File: config.mk
export PLATFORM = sky130hd
export DESIGN_NAME = decode_regfile_flat
export DESIGN_NICKNAME = d
export VERILOG_FILES = /design/src/rtl/decode_regfile_if.sv /design/src/rtl/decode_regfile.sv /design/src/flat_wrapper.sv
export SDC_FILE = /design/constraint.sdc
export NUM_CORES = 1
export LEC_CHECK = 0
export CORE_UTILIZATION = 55
export DETAILED_ROUTE_END_ITERATION = 16
export GPL_TIMING_DRIVEN = 0
export HOLD_SLACK_MARGIN = 0.03
export PLACE_DENSITY_LB_ADDON = 0.1
export SKIP_LAST_GASP = 1
export SLEW_MARGIN = 20
export SYNTH_ARGS = -nofsm -noshare
export SYNTH_HDL_FRONTEND = slang
export SYNTH_SLANG_ARGS = --single-unit
File: constraint.sdc
create_clock -name clk -period 2.1 [get_ports clk]
set_input_delay 0.21 -clock clk [delete_from_list [all_inputs] [get_ports clk]]
set_output_delay 0.21 -clock clk [all_outputs]
set_load 0.02 [all_outputs]
File: src/rtl/decode_regfile_if.sv
// Decode-side register-file bus: two read ports, issue (scoreboard set) and writeback.
// master = decode/writeback driver, slave = decode_regfile.
interface decode_regfile_if #(
  parameter int DATA_W = 16,
  parameter int ADDR_W = 3
);
  logic [ADDR_W-1:0] rd_reg1;
  logic [ADDR_W-1:0] rd_reg2;
  logic [DATA_W-1:0] rd_data1;
  logic [DATA_W-1:0] rd_data2;
  logic              busy1;
  logic              busy2;
  logic              issue_en;
  logic [ADDR_W-1:0] issue_reg;
  logic              wr_en;
  logic [ADDR_W-1:0] writereg;
  logic [DATA_W-1:0] regwritedata;
  logic              err;

  modport master (
    output rd_reg1, rd_reg2, issue_en, issue_reg, wr_en, writereg, regwritedata,
    input  rd_data1, rd_data2, busy1, busy2, err
  );

  modport slave (
    input  rd_reg1, rd_reg2, issue_en, issue_reg, wr_en, writereg, regwritedata,
    output rd_data1, rd_data2, busy1, busy2, err
  );
endinterface

File: src/rtl/decode_regfile.sv
// Decode-stage register file with per-register pending-writer scoreboard and sticky error flag.
// Optional macro REGFILE_BYPASS_EN adds a combinational write-through bypass on both read ports.
module decode_regfile #(
  parameter int DATA_W = 16,
  parameter int ADDR_W = 3
) (
  input logic             clk,
  input logic             rst,
  decode_regfile_if.slave rf
);
  localparam int NREG = 1 << ADDR_W;

  logic [DATA_W-1:0] regs [NREG];
  logic [NREG-1:0]   busy;
  logic [NREG-1:0]   set_vec;
  logic [NREG-1:0]   clr_vec;
  logic [NREG-1:0]   busy_nxt;
  logic              err_q;
  logic              err_hit;

  always_comb begin
    set_vec = '0;
    clr_vec = '0;
    if (rf.issue_en) set_vec[rf.issue_reg] = 1'b1;
    if (rf.wr_en)    clr_vec[rf.writereg]  = 1'b1;
  end

  // A same-cycle issue wins over the retiring writer, so set is OR'd in last.
  assign busy_nxt = set_vec | (busy & ~clr_vec);

  // Double pending writer, or a writeback nobody was waiting for.
  assign err_hit = (|(set_vec & busy & ~clr_vec)) | (|(clr_vec & ~busy & ~set_vec));

  always_comb begin
    rf.rd_data1 = regs[rf.rd_reg1];
    rf.busy1    = busy[rf.rd_reg1];
`ifdef REGFILE_BYPASS_EN
    if (rf.wr_en && (rf.writereg == rf.rd_reg1)) begin
      rf.rd_data1 = rf.regwritedata;
      rf.busy1    = rf.issue_en && (rf.issue_reg == rf.rd_reg1);
    end
`endif
  end

  always_comb begin
    rf.rd_data2 = regs[rf.rd_reg2];
    rf.busy2    = busy[rf.rd_reg2];
`ifdef REGFILE_BYPASS_EN
    if (rf.wr_en && (rf.writereg == rf.rd_reg2)) begin
      rf.rd_data2 = rf.regwritedata;
      rf.busy2    = rf.issue_en && (rf.issue_reg == rf.rd_reg2);
    end
`endif
  end

  assign rf.err = err_q;

  always_ff @(posedge clk) begin
    if (rst) begin
      for (int i = 0; i < NREG; i++) regs[i] <= '0;
      busy  <= '0;
      err_q <= 1'b0;
    end else begin
      if (rf.wr_en) regs[rf.writereg] <= rf.regwritedata;
      busy  <= busy_nxt;
      err_q <= err_q | err_hit;
    end
  end
endmodule
File: src/flat_wrapper.sv
// flat-port wrapper written by rule: the top's interface ports become plain ports
module decode_regfile_flat 
#(
  parameter int DATA_W = 16,
  parameter int ADDR_W = 3
)
  (clk, rst, rf_rd_reg1, rf_rd_reg2, rf_issue_en, rf_issue_reg, rf_wr_en, rf_writereg, rf_regwritedata, rf_rd_data1, rf_rd_data2, rf_busy1, rf_busy2, rf_err);
  decode_regfile_if #(.DATA_W(DATA_W), .ADDR_W(ADDR_W)) rf_i ();
  input logic clk;
  input logic rst;
  input wire logic [$bits(rf_i.rd_reg1)-1:0] rf_rd_reg1;
  input wire logic [$bits(rf_i.rd_reg2)-1:0] rf_rd_reg2;
  input wire logic [$bits(rf_i.issue_en)-1:0] rf_issue_en;
  input wire logic [$bits(rf_i.issue_reg)-1:0] rf_issue_reg;
  input wire logic [$bits(rf_i.wr_en)-1:0] rf_wr_en;
  input wire logic [$bits(rf_i.writereg)-1:0] rf_writereg;
  input wire logic [$bits(rf_i.regwritedata)-1:0] rf_regwritedata;
  output wire logic [$bits(rf_i.rd_data1)-1:0] rf_rd_data1;
  output wire logic [$bits(rf_i.rd_data2)-1:0] rf_rd_data2;
  output wire logic [$bits(rf_i.busy1)-1:0] rf_busy1;
  output wire logic [$bits(rf_i.busy2)-1:0] rf_busy2;
  output wire logic [$bits(rf_i.err)-1:0] rf_err;
  assign rf_i.rd_reg1 = rf_rd_reg1;
  assign rf_i.rd_reg2 = rf_rd_reg2;
  assign rf_i.issue_en = rf_issue_en;
  assign rf_i.issue_reg = rf_issue_reg;
  assign rf_i.wr_en = rf_wr_en;
  assign rf_i.writereg = rf_writereg;
  assign rf_i.regwritedata = rf_regwritedata;
  assign rf_rd_data1 = rf_i.rd_data1;
  assign rf_rd_data2 = rf_i.rd_data2;
  assign rf_busy1 = rf_i.busy1;
  assign rf_busy2 = rf_i.busy2;
  assign rf_err = rf_i.err;
  decode_regfile #(.DATA_W(DATA_W), .ADDR_W(ADDR_W)) u_core (.clk(clk), .rst(rst), .rf(rf_i));
endmodule
==> results <==
- The run finished, with violations left.
- The final reports fail on negative setup slack.
- Across the run, the number of max-cap violations was 0.
- The final hold violation count is 0.
- The H-tree was split into 4 levels.
- The critical path arrival is 1.90 ns.
- Along the worst path, the maximum fanout reaches 2.
- Setup repair after global routing could not meet its margin everywhere.
- The number of iterations in the first detailed-routing pass is 4.
- In this run the remaining antenna-violating nets after routing total 0.
- Traced cell by cell, the critical path runs through mux4_2, mux2_2, dlygate4sd2_1.
- The residual DRC count is 0.
- The unique cell type count in the Yosys netlist is 39.
- Grouping stages by cell kind, the critical path spends the most delay in multiplexers.
- The number of warnings issued by yosys is 0.
- By count the netlist is led by and2_1, edfxtp_1, mux4_1.
- The final critical path time including I/O delays and setup is roughly 2.1 ns.
- The worst setup path is launched from a flop.
- The TritonCTS clock tree is done.
- The largest net degree at the start of global routing is 17.
- Input and output buffers added on the ports amount to just under 60.
- The top cell type by area accounts for about 50% of the synthesized area.
- For this design the static power due to leakage is 3.27 nW.
- After the first detailed-routing iteration, the DRC count stood at 410.
- The min-delay analysis places its worst path in the category in -> reg.
- In this run the cell area measured after placement is 8500 um2.
- The core area is around 13,000 um2.
- The number of enable-type register cells in the synthesized netlist is about 130.
- The critical path endpoint category is an output pin.
- Global routing finished with a remaining overflow of 0.
- The largest area contributor in the netlist is edfxtp_1.
- The global-route wire length before repair is between 20,000 and 30,000 um.
- In the routed layout, each cell is associated on average with a via count of roughly 6.3.
- The number of placement rows is 42.
- The layout cell share with drive strength beyond 1 is about 30%.
- The sink count of the clock tree is approximately 140.
- In the finished design, the share of the clock period the worst path needs comes to 100%.
- The critical path is of the reg -> out type.
- The die covers around 14,000 um2.
- The final layout contains 589 nets.
- Counting both buffers and inverters, the worst setup path holds a total of 1.
- Setup violations remaining at the end of the flow were counted as 1.
- At the pin with the least slew margin, the transition time is 1.05 ns.
- The via total after detailed routing is between 4,000 and 5,000.
- The endpoint required time on the critical path is about 1.9 ns.
- The clock slew seen by the registers of the worst setup and hold paths is around 0.050 ns.
- The number of antenna violations at the first check in global routing came to 1.
- The height of the die is 120 um.
- Summing every instance area after synthesis gives approximately 7700 um2.
- The floorplan step set the die width to 120 um.
- The initial utilization of the core area, before any placement, comes to 57.1%.
- In this run the mean area of a mapped cell was roughly 16 um2.
- The net count of the mapped netlist is 510.
- The post-synthesis sequential element count is approximately 140.
- For this run, asynchronously set or reset flops after synthesis account for 0%.
- After synthesis, the cell types taking the most area are edfxtp_1, mux4_1, and2_1.
- The via count of the first global-routing pass is approximately 5,000.
- Detailed placement finished with a half-perimeter wire length of 12,100 um.
- The placement-stage worst setup slack is -0.456 ns.
- Relative to the synthesized area, the layout overhead comes to 16.1%.
- The worst clock skew on the final layout is about 0.0013 ns.
- The cell with the largest stage delay on the worst path is mux4_2.
- The share of the Yosys chip area taken by registers is a little over half.
- The highest clock frequency the design can meet is 474 MHz.
- The number of antenna diodes in the final layout is 0.
- After routing the design area is just under 9000 um2.
- Global routing consumed, over all layers together, 28.0% of the routing resources.
- The slack of the critical path is -0.00773 ns.
- The most used flip-flop cell after synthesis is edfxtp_1.
- The largest voltage drop on the vdd net is 631 uV.
- The library cell used as clock root buffer is clkbuf_16.
- Wires add up to ~19,000 um.
- The relative slew slack is 29.7%.
- The number of buffers created by CTS is 17.
- Pin placement for this block handled 67 I/O pins.
- The areal power density over the cells is 817 nW/um2.
- The final max-slew violation count is 0.
- The number of buffers between clock root and the deepest sink is 2.
- The instance count of the mapped netlist is roughly 480.
- The peak per-stage delay on the critical path is around 0.50 ns.
- The clock insertion delay at the later pin of the skew report is around 0.42 ns.
- The average wire per standard cell is around 25 um.
- The congestion estimate from routability-driven global placement came to approximately 0.83.
[registers in the layout, summed over array words and instances (netlist names)]
| name | flops |
|---|---|
| u_core.busy | 8 |
| u_core.rf.err | 1 |
| u_core.regs | 128 |
[cell usage in the layout, fill, tap and decap left out, drive strengths merged, types with 2 or more instances in the layout]
| cell type | count |
|---|---|
| bufinv | 4 |
| nand2 | 6 |
| clkbuf | 47 |
| nand3 | 2 |
| and2 | 128 |
| nor4 | 2 |
| edfxtp | 128 |
| clkinv | 7 |
| and3 | 4 |
| mux2 | 34 |
| mux4 | 68 |
| nor3 | 8 |
| buf | 36 |
| o22ai | 4 |
| dfxtp | 9 |
| nand2b | 14 |
| nor2 | 12 |
| nand4 | 2 |
| a21oi | 8 |
| clkdlybuf4s15 | 6 |
| nand4b | 3 |
| nor4bb | 2 |
| or2 | 2 |
| clkdlybuf4s50 | 24 |
[what timing repair did]
item,CTS,global route
setup endpoints to repair,44,59
hold endpoints to repair,0,0
resized for setup,96,45
buffers inserted,0,1
hold buffers,0,0
pin swaps,0,0
[power by group]
| group | switching (mW) | internal [mW] | leakage (nW) | total [mW] |
|---|---|---|---|---|
| combinational | 0.518 | 0.484 | 1.67 | 1.00 |
| sequential | 0.0842 | 3.17 | 1.31 | 3.25 |
| clock | 1.06 | 1.96 | 0.287 | 3.02 |
| total | 1.66 | 5.62 | 3.27 | 7.28 |
[per-layer routing]
| metal | vias up | global-route usage (%) | share of wire, % | routed length (um) |
|---|---|---|---|---|
| met5 | - | 0 | 0 | 0 |
| met4 | 0 | 9.14 | 1.8 | 333 |
| met3 | 29 | 6.51 | 6.4 | 1200 |
| met2 | 195 | 46.3 | 51 | 9520 |
| met1 | 2442 | 36.7 | 41 | 7590 |
| li1 | 2052 | - | - | - |
[area by class of cell]
cell class                      count  area (um2)
Buffer                             33         285
Tap cell                          176         220
Fill cell                        1014        4540
Sequential cell                   137        4020
Multi-Input combinational cell    308        3330
Clock inverter                     11         153
Timing Repair Buffer               60         462
Clock buffer                       21         440
[worst min-delay path, stage by stage]
cell      delay, ns
buf_4          0.14
nand2b_1       0.09
o21ai_0        0.10
a21oi_1        0.15
[cell families after synthesis]
group           synth area share [%]
flops                           52.4
simple gates                    15.8
buf+inv                         3.44
compound gates                  1.03
mux                             27.3
[final timing paths]
| path | start | to | slack, ns | cells after the start |
|---|---|---|---|---|
| setup / recovery | u_core.regs[2][1] | rf_rd_data1[1] | -0.008 | 3 |
| hold / removal | rf_wr_en | u_core.busy[2] | 0.32 | 4 |
| hold reg to reg | u_core.busy[6] | u_core.busy[6] | 0.52 | 2 |
| setup reg to reg | u_core.busy[4] | u_core.rf.err | 0.96 | 3 |
[stage by stage]
step,cells,TNS (ns),total power [mW],utilization (%),hold slack [ns]
floorplan,478,0,3.92,-,0.408
global placement,712,-49.11,4.33,63.0,0.499
detailed placement,713,-35.49,4.38,63.2,0.514
CTS,745,-0.145,7.34,67.6,0.299
global route,746,-0.0748,7.49,66.3,0.335
finish,746,-0.00773,7.28,66.3,0.319
No activity file was read; power rests on OpenSTA's default activity.
